### config.mk
export PLATFORM = sky130hd
export DESIGN_NAME = dm_port_arbiter
export DESIGN_NICKNAME = d
export VERILOG_FILES = /design/src/rtl/dm_port_arbiter.sv
export SDC_FILE = /design/constraint.sdc
export NUM_CORES = 1
export LEC_CHECK = 0
export BUFFER_PORTS_ARGS = -buffer_cell sky130_fd_sc_hd__buf_2
export CAP_MARGIN = 30
export CORE_AREA = 2 2 228 230
export DETAILED_ROUTE_END_ITERATION = 6
export DIE_AREA = 0 0 230 232
export GPL_TIMING_DRIVEN = 0
export PLACE_DENSITY = 0.38
export SYNTH_ARGS = -nofsm -noshare
export SYNTH_HDL_FRONTEND = slang
export SYNTH_SLANG_ARGS = --single-unit
### constraint.sdc
create_clock -name clk -period 5 [get_ports clk]
set_input_delay 0.25 -clock clk [delete_from_list [all_inputs] [get_ports clk]]
set_output_delay 0.25 -clock clk [all_outputs]
set_load 0.05 [all_outputs]
### src/rtl/dm_port_arbiter.sv
// Data-memory port arbiter: requester 0 has fixed priority, requester 1 is protected by an
// anti-starvation counter. One access per cycle, one response per accept, one cycle later.
module dm_port_arbiter #(
    parameter int unsigned XLEN      = 64,
    parameter int unsigned MEM_BYTES = 4096,
    parameter int unsigned MAX_WAIT  = 4
) (
    input  logic            clk,
    input  logic            rst_n,

    input  logic            r0_valid,
    input  logic            r0_write,
    input  logic [XLEN-1:0] r0_addr,
    input  logic [XLEN-1:0] r0_wdata,
    output logic            r0_ready,
    output logic            r0_rsp_valid,
    output logic [XLEN-1:0] r0_rsp_data,
    output logic            r0_rsp_error,

    input  logic            r1_valid,
    input  logic            r1_write,
    input  logic [XLEN-1:0] r1_addr,
    input  logic [XLEN-1:0] r1_wdata,
    output logic            r1_ready,
    output logic            r1_rsp_valid,
    output logic [XLEN-1:0] r1_rsp_data,
    output logic            r1_rsp_error,

    output logic            mem_read_enable,
    output logic            mem_write_enable,
    output logic [XLEN-1:0] mem_addr,
    output logic [XLEN-1:0] mem_write_data,
    input  logic [XLEN-1:0] mem_read_data,

    output logic            starve_active
);

    localparam int unsigned WaitW = $clog2(MAX_WAIT + 1);
    localparam logic [WaitW-1:0] WaitMax = WaitW'(MAX_WAIT);
    localparam logic [XLEN-1:0] LastAddr = XLEN'(MEM_BYTES - XLEN / 8);

    typedef enum logic {StIdle, StResp} state_e;

    state_e           state_q;
    logic             owner_q;
    logic             is_read_q;
    logic             error_q;
    logic [WaitW-1:0] wait_cnt_q;

    logic            grant0;
    logic            grant1;
    logic            accept;
    logic            legal;
    logic            sel_write;
    logic [XLEN-1:0] sel_addr;
    logic [XLEN-1:0] sel_wdata;
    logic [XLEN-1:0] rsp_payload;
    logic            rsp_on;

    always_comb begin
        starve_active = (wait_cnt_q == WaitMax);
        grant1        = r1_valid && (starve_active || !r0_valid);
        grant0        = r0_valid && !grant1;
        // Handshake and memory strobes are gated by reset so nothing leaks while it is held.
        r0_ready      = grant0 && rst_n;
        r1_ready      = grant1 && rst_n;
        accept        = r0_ready || r1_ready;

        sel_write     = grant1 ? r1_write : r0_write;
        sel_addr      = grant1 ? r1_addr  : r0_addr;
        sel_wdata     = grant1 ? r1_wdata : r0_wdata;
        legal         = (sel_addr <= LastAddr);

        mem_addr         = sel_addr;
        mem_write_data   = sel_wdata;
        mem_read_enable  = accept && legal && !sel_write;
        mem_write_enable = accept && legal && sel_write;
    end

    always_ff @(posedge clk or negedge rst_n) begin
        if (!rst_n) begin
            state_q    <= StIdle;
            owner_q    <= 1'b0;
            is_read_q  <= 1'b0;
            error_q    <= 1'b0;
            wait_cnt_q <= '0;
        end else begin
            unique case (state_q)
                StIdle:  state_q <= accept ? StResp : StIdle;
                StResp:  state_q <= accept ? StResp : StIdle;
                default: state_q <= StIdle;
            endcase
            if (accept) begin
                owner_q   <= grant1;
                is_read_q <= !sel_write;
                error_q   <= !legal;
            end
            if (r1_valid && !grant1) begin
                if (!starve_active) begin
                    wait_cnt_q <= wait_cnt_q + 1'b1;
                end
            end else begin
                wait_cnt_q <= '0;
            end
        end
    end

    always_comb begin
        rsp_on       = (state_q == StResp);
        // Load data is forwarded straight from the synchronous memory output.
        rsp_payload  = (is_read_q && !error_q) ? mem_read_data : '0;
        r0_rsp_valid = rsp_on && !owner_q;
        r1_rsp_valid = rsp_on && owner_q;
        r0_rsp_data  = r0_rsp_valid ? rsp_payload : '0;
        r1_rsp_data  = r1_rsp_valid ? rsp_payload : '0;
        r0_rsp_error = r0_rsp_valid && error_q;
        r1_rsp_error = r1_rsp_valid && error_q;
    end

endmodule

==> summary.md, run 1 <==
| Metric | Value |
|---|---|
| Worst Path Arrival | `2.96 ns` |
| Core Area | `50890 sq um` |
| Worst slew pin tran | `0.8186 ns` |
| Clock skew | `0.001298 ns` |
| Clock tree from TritonCTS | `built` |
| Seq/Total Area, Yosys | `0.05558` |
| Share of layout cells above drive strength 1 | `0.4972` |
| Clock power frac | `0.144` |
| Synth Area in Simple Gates | `0.8460` |
| Drt first-iter violations | `169` |
| Port Buf Inserts | `590` |
| Seq pwr share | `0.067` |
| Worst hold path class | `in -> reg` |
| DRT Pass-1 Iters | `4` |
| Vias in the first global route | `6332` |
| Lkg Pwr | `4.466 nW` |
| Final setup TNS | `0 ns` |
| Max IR drop VDD | `0.00007250 V` |
| Post-DR vias/cell | `3.409` |
| Routed length per instance | `17.62 um` |
| Post-Route WL | `34110 um` |
| TritonCTS Sinks | `7` |
| Die area | `53360 sq um` |
| Synth Warn # | `0` |
| Final Util | `0.1394` |
| Main combinational cell family by area after synthesis | `simple AND/OR/NAND/NOR gates` |
| Switching Fraction | `0.6078` |
| Asr flop ratio synth | `1.000` |
| Worst relative slew slack | `0.4543` |
| Buffers & Inverters on Critical Path | `4` |
| Die Y | `232 um` |
| Via count | `6599` |
| DRC errors left | `0` |
| Post-synth cell types | `28` |
| Critical path class | `reg -> out` |
| Clock buffer depth | `2` |
| Design Area, Final | `7092 sq um` |
| Starting Density | `0.06194` |
| Max-slew violations | `0` |
| Area delta synth->final | `125.0%` |
| Final setup viols | `0` |
| Post-Synth Adder-Cell Area | `0.007940` |
| WHS | `0.2958 ns` |
| HPWL after DPL | `31220 um` |
| First-pass GRT wire length | `44820 um` |
| Yosys reg bits | `7` |
| Num ports | `591` |
| EDFF count, synth | `0` |
| Worst setup SP type | `flop` |
| Worst path max stage delay | `0.58 ns` |
| RSZ-0062 raised after global routing | `no` |
| Commonest non-fill, non-tap cell in the layout | `buf_2` |
| Predominant post-synthesis flop cell | `dfrtp_1` |
| Crit path max fanout | `10` |
| Minimum clock period | `3.206 ns` |
| Synth Net Count | `977` |
| PwrDens | `133.5 nW/um^2` |
| Crit path cell chain | `inv_1 > ha_1 > a21bo_1 > nand2_1 > clkbuf_1 > buf_2 > nand2_1 > nand2_1 > buf_2` |
| Clock-pin slew on the worst setup and hold paths | `0.04 ns` |
| Internal power component | `0.3713 mW` |
| Global-route usage over all layers | `0.1184` |
| Fin. Hold Viols | `0` |
| Sw power | `0.5754 mW` |
| Post-synthesis mux area share | `0.009925` |
| Std cell rows | `83` |
| Final nets | `1576` |
| Top Family by Delay on Critical Path | `buffers and inverters` |
| Most numerous cell on the critical path | `nand2_1` |
| Status | `completed` |
| Cell Area, Synth | `3152 sq um` |
| Root buf cell | `clkbuf_16` |
| Hold buffers post-CTS | `1` |
| Die X | `230 um` |
| Critical-path top delay cell | `clkbuf_1` |
| Post-CTS Setup Inserts | `0` |
| Pin count of the biggest net entering global routing | `11` |
| CTS buffer count | `3` |
| CP Data Required Time | `4.75 ns` |
| Combinational Power Share | `0.789` |
| Antenna violations before repair | `17` |
| # resized after CTS | `0` |
| Gr ovfl total | `0` |
| Post-Syn Area per Cell | `4.856 sq um` |
| Post-DRT Antenna Nets | `0` |
| Worst-Skew Late Latency | `0.23 ns` |
| Final worst-path cycle share | `0.6412` |
| DP Area | `6980 sq um` |
| Most frequent cells in the layout | `buf_2, nand2_1, and2_1` |
| Syn Inst Count | `649` |
| Max_cap viols | `0` |
| Synth Area in XOR/XNOR | `0` |
| Max frequency | `311.9 MHz` |
| H-tree levels | `1` |
| GP Congestion | `0.8713` |
| Setup crit end kind | `output pin` |
| Compound-cell area share of the yosys netlist | `0.01548` |
## power by group through the flow
| stage | Clock, mW | Combinational [mW] | Sequential (mW) |
|---|---|---|---|
| final | 0.137 | 0.747 | 0.0631 |
| after global routing | 0.143 | 0.798 | 0.0637 |
| after CTS | 0.140 | 0.759 | 0.0631 |
| after detailed placement | 0 | 0.755 | 0.0637 |
| after global placement | 0 | 0.754 | 0.0637 |
| after floorplan | 0 | 0.441 | 0.0630 |
## registers in the layout, indices dropped and copies added (netlist names)
signal / count
error_q: 1
rsp_on: 1
is_read_q: 1
wait_cnt_q: 3
owner_q: 1
## path summary, 6_finish.rpt
check	startpoint	to	slack, ns	depth (start not counted)
setup / recovery	wait_cnt_q[0]	mem_addr[11]	1.79	9
hold / removal	r1_valid	wait_cnt_q[2]	0.30	3
setup reg to reg	wait_cnt_q[0]	error_q	3.07	8
hold reg to reg	wait_cnt_q[0]	wait_cnt_q[0]	0.46	1
max in group asynchronous	rst_n	owner_q	4.39	2
min in group asynchronous	rst_n	wait_cnt_q[0]	0.43	2
## cell usage after synthesis, types with 2 or more instances
library cell,instances,area [sq um]
nand2_1,392,1471
and2_1,131,819.5
clkbuf_1,24,90.09
nor4_1,23,143.9
buf_2,17,85.08
nor2_1,10,37.54
dfrtp_1,7,175.2
nor3_1,7,35.03
nand4_1,6,37.54
nand3_1,5,25.02
inv_1,4,15.01
and3_1,2,12.51
and3b_1,2,17.52
ha_1,2,25.02
mux2i_1,2,20.02
nor3_2,2,20.02
or4_1,2,15.01
## cells by family after synthesis
| logic type | Yosys count |
|---|---|
| AOI/OAI and AO/OA | 5 |
| adders and majority gates | 2 |
| muxes | 3 |
| DFF | 7 |
| buffers and inverters | 47 |
| and+or+nand+nor | 585 |
## worst min-delay path: cells and delay by family
| kind | cells | cell delay, ns |
|---|---|---|
| buffers and inverters | 1 | 0.14 |
| AND/OR/NAND/NOR | 2 | 0.10 |
## final cells by class
cell class                      count  area, sq um
Timing Repair Buffer              594         2988
Inverter                            4        15.01
Tap cell                          680        850.8
Multi-Input combinational cell    595         2771
Fill cell                        6027        43790
Clock buffer                        4        78.83
Antenna cell                        9        22.52
Buffer                             43        190.2
Sequential cell                     7        175.2
## per-layer routing
layer  GRT usage  part of all wire
met5           0                 0
met4     0.04335             0.035
met3     0.01179             0.054
met2      0.2367              0.53
met1      0.1266              0.38
## stage by stage
step | setup slack [ns] | total power, mW | instances
after floorplan | 2.480 | 0.5044 | 649
after CTS | 1.636 | 0.9613 | 1927
after global placement | 1.922 | 0.8176 | 1919
after detailed placement | 1.892 | 0.8188 | 1922
after global routing | 1.503 | 1.004 | 1932
final | 1.794 | 0.9466 | 1936
No activity file was read; power rests on OpenSTA's default activity.
==> inputs of run 2 (changes only) <==
--- a/config.mk
+++ b/config.mk
@@ -7,9 +7,9 @@
 export LEC_CHECK = 0
 export BUFFER_PORTS_ARGS = -buffer_cell sky130_fd_sc_hd__buf_2
 export CAP_MARGIN = 30
-export CORE_AREA = 2 2 228 230
+export CORE_AREA = 2 2 230 232
 export DETAILED_ROUTE_END_ITERATION = 6
-export DIE_AREA = 0 0 230 232
+export DIE_AREA = 0 0 232 234
 export GPL_TIMING_DRIVEN = 0
 export PLACE_DENSITY = 0.38
 export SYNTH_ARGS = -nofsm -noshare
==> constraint.sdc (replaced) <==
create_clock -name clk -period 3.3 [get_ports clk]
set_input_delay 0.165 -clock clk [delete_from_list [all_inputs] [get_ports clk]]
set_output_delay 0.165 -clock clk [all_outputs]
set_load 0.05 [all_outputs]
==> summary.md, run 2 (synthesized netlist as in run 1, its figures left out) <==
| Metric | Value |
|---|---|
| Worst path max stage delay | `0.54 ns` |
| Switching Fraction | `0.6104` |
| Final setup viols | `0` |
| Share of layout cells above drive strength 1 | `0.4992` |
| DRC errors left | `0` |
| Crit path cell chain | `inv_1 > ha_1 > a21bo_1 > and2_1 > buf_6 > buf_2 > buf_1 > nand2_1 > nand2_1 > buf_2` |
| Biggest register | `wait_cnt_q` |
| DRT Pass-1 Iters | `4` |
| Final worst-path cycle share | `0.8853` |
| Max-slew violations | `0` |
| Critical path class | `reg -> out` |
| Drt first-iter violations | `223` |
| Reg-to-reg endpoint | `error_q` |
| Final nets | `1579` |
| Max reg flops | `3` |
| Via count | `6635` |
| Final setup TNS | `0 ns` |
| Die Y | `234 um` |
| Sw power | `0.8849 mW` |
| Seq pwr share | `0.066` |
| Worst r2r path cells | `7` |
| Routed length per instance | `18.31 um` |
| Max IR drop VDD | `0.0001114 V` |
| Hold EP | `wait_cnt_q[2]` |
| HPWL after DPL | `32810 um` |
| Worst setup SP type | `flop` |
| Setup crit end kind | `output pin` |
| Max_cap viols | `0` |
| Worst hold stages | `3` |
| Max frequency | `342.3 MHz` |
| PwrDens | `203.5 nW/um^2` |
| Clock tree from TritonCTS | `built` |
| Antenna violations before repair | `16` |
| Critical-path top delay cell | `buf_1` |
| Std cell rows | `84` |
| Combinational Power Share | `0.790` |
| Worst Path Arrival | `2.76 ns` |
| Clock-pin slew on the worst setup and hold paths | `0.04 ns` |
| TritonCTS Sinks | `7` |
| Die area | `54290 sq um` |
| Internal power component | `0.5647 mW` |
| Total Power | `1.450 mW` |
| M2 GR Usage | `0.2409` |
| Fin. Hold Viols | `0` |
| Crit path max fanout | `10` |
| Clock power frac | `0.144` |
| Slack of the worst reg-to-reg path | `1.37 ns` |
| H-tree levels | `1` |
| Root buf cell | `clkbuf_16` |
| WHS | `0.2090 ns` |
| M3 GR Usage | `0.01411` |
| Most frequent cells in the layout | `buf_2, nand2_1, and2_1` |
| CP Data Required Time | `3.13 ns` |
| Gr busiest metal | `met2` |
| Worst hold path class | `in -> reg` |
| Post-Route WL | `35610 um` |
| Status | `completed` |
| Worst-Skew Late Latency | `0.23 ns` |
| Worst slew pin tran | `0.7162 ns` |
| Vias in the first global route | `6548` |
| CTS buffer count | `3` |
| Post-Layout Cell Count | `1945` |
| Minimum clock period | `2.922 ns` |
| First-pass GRT wire length | `45750 um` |
| Final WS setup | `0.3784 ns` |
| Die X | `232 um` |
| Num ports | `591` |
| Post-DRT Antenna Nets | `0` |
| RR Startpoint | `wait_cnt_q[0]` |
| Commonest non-fill, non-tap cell in the layout | `buf_2` |
| GP Congestion | `0.8544` |
| Lkg Pwr | `4.487 nW` |
| Worst relative slew slack | `0.5181` |
| Clock buffer depth | `2` |
| Met1 usage | `0.1296` |
| Pre-CTS setup slack | `0.2654 ns` |
| Dpl cells | `1933` |
| Starting Density | `0.06058` |
| Pin count of the biggest net entering global routing | `11` |
| Gr ovfl total | `0` |
| Area delta synth->final | `126.0%` |
| Hold path startpoint | `r1_valid` |
| Clock skew | `0.0009551 ns` |
| Core Area | `52020 sq um` |
| Post-DR vias/cell | `3.411` |
| Port Buf Inserts | `590` |
| RSZ-0062 raised after global routing | `no` |
| Global-route usage over all layers | `0.1202` |
## run 2: changes by cell type in the layout (fill, tap and decap cells not counted)
cell	previous run	this run
buf_8	1	2
clkbuf_1	25	24
clkbuf_2	0	1
buf_2	609	611
diode_2	9	7
## run 2: worst max-delay path by stage
stage	from	endpoint	slack, ns	cells after the start
after floorplan	owner_q	r0_rsp_data[10]	0.86	5
after global placement	wait_cnt_q[0]	mem_addr[29]	0.27	10
after detailed placement	wait_cnt_q[0]	mem_addr[3]	0.27	9
after CTS	wait_cnt_q[0]	mem_addr[3]	0.01	9
after global routing	wait_cnt_q[0]	mem_addr[11]	0.1	10
final	wait_cnt_q[0]	mem_addr[11]	0.38	10
## run 2: cell type report
type                            instances  area (sq um)
Fill cell                            6183         44900
Tap cell                              688         860.8
Multi-Input combinational cell        595          2771
Antenna cell                            7         17.52
Inverter                                4         15.01
Timing Repair Buffer                  597          3013
Sequential cell                         7         175.2
Buffer                                 43         191.4
Clock buffer                            4         78.83
## run 2: power groups by stage
stage               clock (mW)  combinational (mW)  sequential (mW)
floorplan                    0               0.669           0.0955
global placement             0                1.15           0.0965
detailed placement           0                1.16           0.0966
CTS                      0.215                1.16           0.0956
global route             0.219                1.22           0.0964
finish                   0.209                1.15           0.0956
## run 2: worst max-delay path: cells and delay by family, from the launching register on
kind / cells / cell delay [ns]
AO/OA/AOI/OAI: 1 / 0.16
buffers and inverters: 5 / 1.36
AND/OR/NAND/NOR: 3 / 0.39
flip-flops: 1 / 0.39
adder cells (fa/ha/maj): 1 / 0.18
## run 2: layer usage
metal,part of all wire,vias to the layer above
met1,0.38,2931
met5,0,-
met2,0.53,432
met3,0.058,48
li1,-,3224
met4,0.029,0
## run 2: metrics by stage
step | utilization | cell area, sq um
2_1_floorplan | - | 3152
3_3_place_gp | 0.1339 | 6965
3_5_place_dp | 0.1348 | 7015
4_1_cts | 0.1366 | 7104
5_1_grt | 0.1367 | 7111
6_report | 0.1369 | 7123
## run 2: repair_timing
action | CTS | global route
endpoints found under the hold margin | 7 | 0
setup endpoints to repair | 0 | 19
resized for setup | 0 | 2
hold buffers | 1 | 0
setup buffers | 0 | 0
==> inputs of run 3 (changes only) <==
==> config.mk (replaced) <==
export PLATFORM = sky130hd
export DESIGN_NAME = dm_port_arbiter
export DESIGN_NICKNAME = d
export VERILOG_FILES = /design/src/rtl/dm_port_arbiter.sv
export SDC_FILE = /design/constraint.sdc
export NUM_CORES = 1
export LEC_CHECK = 0
export ABC_AREA = 1
export BUFFER_PORTS_ARGS = -buffer_cell sky130_fd_sc_hd__buf_2
export CAP_MARGIN = 30
export CORE_AREA = 2 2 232 234
export DETAILED_ROUTE_END_ITERATION = 6
export DIE_AREA = 0 0 234 236
export GPL_TIMING_DRIVEN = 0
export PLACE_DENSITY = 0.31
export SYNTH_ARGS = -nofsm -noshare
export SYNTH_HDL_FRONTEND = slang
export SYNTH_SLANG_ARGS = --single-unit
==> summary.md, run 3 <==
| Metric | Value |
|---|---|
| Gr ovfl total | `0` |
| Via count | `7320` |
| Post-synth cell types | `21` |
| Max layer used | `met5` |
| PwrDens | `203.4 nW/um^2` |
| Slack of the worst reg-to-reg path | `0.91 ns` |
| Post-CTS Setup Inserts | `0` |
| Worst setup SP type | `flop` |
| Post-Layout Cell Count | `2142` |
| Post-Syn Area per Cell | `4.476 sq um` |
| Max-slew violations | `0` |
| GP Congestion | `0.8685` |
| Critical-path top delay cell | `buf_1` |
| Final setup viols | `0` |
| DRT Pass-1 Iters | `4` |
| Max_cap viols | `0` |
| Max IR drop VDD | `0.0001009 V` |
| Crit. Startpoint | `wait_cnt_q[0]` |
| Seq/Total Area, Yosys | `0.04604` |
| Sw power | `0.9780 mW` |
| Vias in the first global route | `7224` |
| Top cell type's share of synthesized area | `0.3630` |
| Area delta synth->final | `103.6%` |
| Dominant cell by count in the synthesized netlist | `nand2_1` |
| Switching Fraction | `0.6210` |
| Critical path class | `reg -> out` |
| Commonest non-fill, non-tap cell in the layout | `buf_2` |
| Synth area leaders | `nand2_1, nor3_1, inv_1` |
| RR Startpoint | `wait_cnt_q[0]` |
| Reg-to-reg endpoint | `error_q` |
| Clock tree from TritonCTS | `built` |
| H-tree levels | `1` |
| # fillers | `6389` |
| Post-DRT Antenna Nets | `0` |
| Synth cell count leaders | `nand2_1, inv_1, nor3_1` |
| Clock power frac | `0.144` |
| Most frequent cells in the layout | `buf_2, nand2_1, inv_1` |
| Routed length per instance | `15.39 um` |
| Asr flop ratio synth | `1.000` |
| Synth Warn # | `0` |
| DP Area | `7631 sq um` |
| Worst path max stage delay | `0.38 ns` |
| Die X | `234 um` |
| Design Area, Final | `7745 sq um` |
| EDFF count, synth | `0` |
| CP Data Required Time | `3.13 ns` |
| TritonCTS Sinks | `7` |
| Share of layout cells above drive strength 1 | `0.4325` |
| Setup crit end kind | `output pin` |
| Worst r2r path cells | `16` |
| Synth Net Count | `1178` |
| Max frequency | `331.8 MHz` |
| Crit path cell chain | `inv_1 > ha_1 > nand2_2 > nand2_4 > nand2_2 > buf_6 > buf_2 > buf_2 > buf_1 > nand2_1 > nand2_1 > buf_2` |
| Clock buffer depth | `2` |
| RSZ-0062 raised after global routing | `no` |
| Post-DR vias/cell | `3.417` |
| Status | `completed` |
| Reg area | `175.2 sq um` |
| Final setup TNS | `0 ns` |
| Dpl cells | `2136` |
| Std cell rows | `85` |
| Most numerous cell on the critical path | `buf_2` |
| First-pass GRT wire length | `45150 um` |
| Pin count of the biggest net entering global routing | `11` |
| Worst relative slew slack | `0.4600` |
| Combinational Power Share | `0.795` |
| Final worst-path cycle share | `0.9134` |
| Root buf cell | `clkbuf_16` |
| Cell Area, Synth | `3805 sq um` |
| DRC errors left | `0` |
| Core Area | `53070 sq um` |
| Worst hold path class | `in -> async` |
| HPWL after DPL | `29280 um` |
| Pre-CTS setup slack | `0.3043 ns` |
| Seq pwr share | `0.062` |
| Max reg flops | `3` |
| Lkg Pwr | `5.021 nW` |
| Num ports | `591` |
| M1 wire length | `13140 um` |
| Crit path max fanout | `10` |
| Final nets | `1774` |
| Clock skew | `0.003924 ns` |
| Predominant post-synthesis flop cell | `dfrtp_1` |
| Synth area leader | `nand2_1` |
| Syn Inst Count | `850` |
| Final Util | `0.1459` |
| Total Power | `1.575 mW` |
| Worst slew pin tran | `0.8099 ns` |
| Clock-pin slew on the worst setup and hold paths | `0.05 ns` |
| Post-Route WL | `32960 um` |
| Minimum clock period | `3.014 ns` |
| Drt first-iter violations | `248` |
| Yosys reg bits | `7` |
| Starting Density | `0.07170` |
| Die area | `55220 sq um` |
| CTS buffer count | `3` |
| Global-route usage over all layers | `0.1094` |
| Met2 routed wirelength | `17090 um` |
| Final WS setup | `0.2858 ns` |
| Port Buf Inserts | `589` |
| Antenna violations before repair | `2` |
| Worst Path Arrival | `2.85 ns` |
| Internal power component | `0.5970 mW` |
| Fin. Hold Viols | `0` |
| Worst-Skew Late Latency | `0.24 ns` |
| WHS | `0.3800 ns` |
| Die Y | `236 um` |
| Biggest register | `wait_cnt_q` |
| Met3 wire length | `2368 um` |
| Multi-input logic area | `2696 sq um` |
[run 3: cell families (layout without fill, tap and decap cells)]
kind of cell,Yosys count,count (layout),share of synthesized area
other cells,0,1,0
compound gates,14,14,0.02269
flops,7,7,0.04604
buf+inv,233,828,0.2486
xor+xnor,1,1,0.002302
fa+ha+maj,2,2,0.006576
simple gates,593,593,0.6738
[run 3: routing by layer]
layer	track usage	up-vias
li1	-	3727
met1	0.1241	3241
met2	0.2124	336
met3	0.02212	14
met4	0.01208	2
met5	0	-
[run 3: cell type report]
| class | count | area share |
|---|---|---|
| clock buffers | 3 | 0.009693 |
| diodes | 1 | 0.0003231 |
| clock inverters | 1 | 0.0006462 |
| inverters | 170 | 0.08239 |
| multi-input cells | 610 | 0.3481 |
| repair buffers | 591 | 0.3835 |
| well taps | 696 | 0.1124 |
| flip-flops and latches | 7 | 0.02262 |
| plain buffers | 63 | 0.04023 |
[run 3: power groups by stage]
stage          combinational, mW  clock (mW)  sequential (mW)
2_1_floorplan              0.788           0           0.0944
3_3_place_gp                1.26           0           0.0980
3_5_place_dp                1.26           0           0.0984
4_1_cts                     1.27       0.235           0.0970
5_1_grt                     1.35       0.246           0.0976
6_report                    1.25       0.226           0.0969
[run 3: critical path: cells and delay by family (launching register included)]
| kind | cells | cell delay, ns |
|---|---|---|
| fa+ha+maj | 1 | 0.20 |
| buf+inv | 6 | 1.50 |
| flops | 1 | 0.37 |
| simple gates | 5 | 0.52 |
[run 3: worst max-delay path by stage]
stage                    endpoint  slack (ns)  cells after the start
2_1_floorplan     mem_read_enable        0.18                     14
3_3_place_gp     mem_write_enable        0.16                      9
3_5_place_dp     mem_write_enable        0.30                     10
4_1_cts          mem_write_enable        0.05                     16
5_1_grt          mem_write_enable        0.02                     16
6_report       mem_write_data[45]        0.29                     12
[run 3: timing repair]
action	in CTS	in global routing
resized for setup	0	11
setup endpoints to repair	0	15
hold endpoints to repair	7	0
hold buffers	1	0
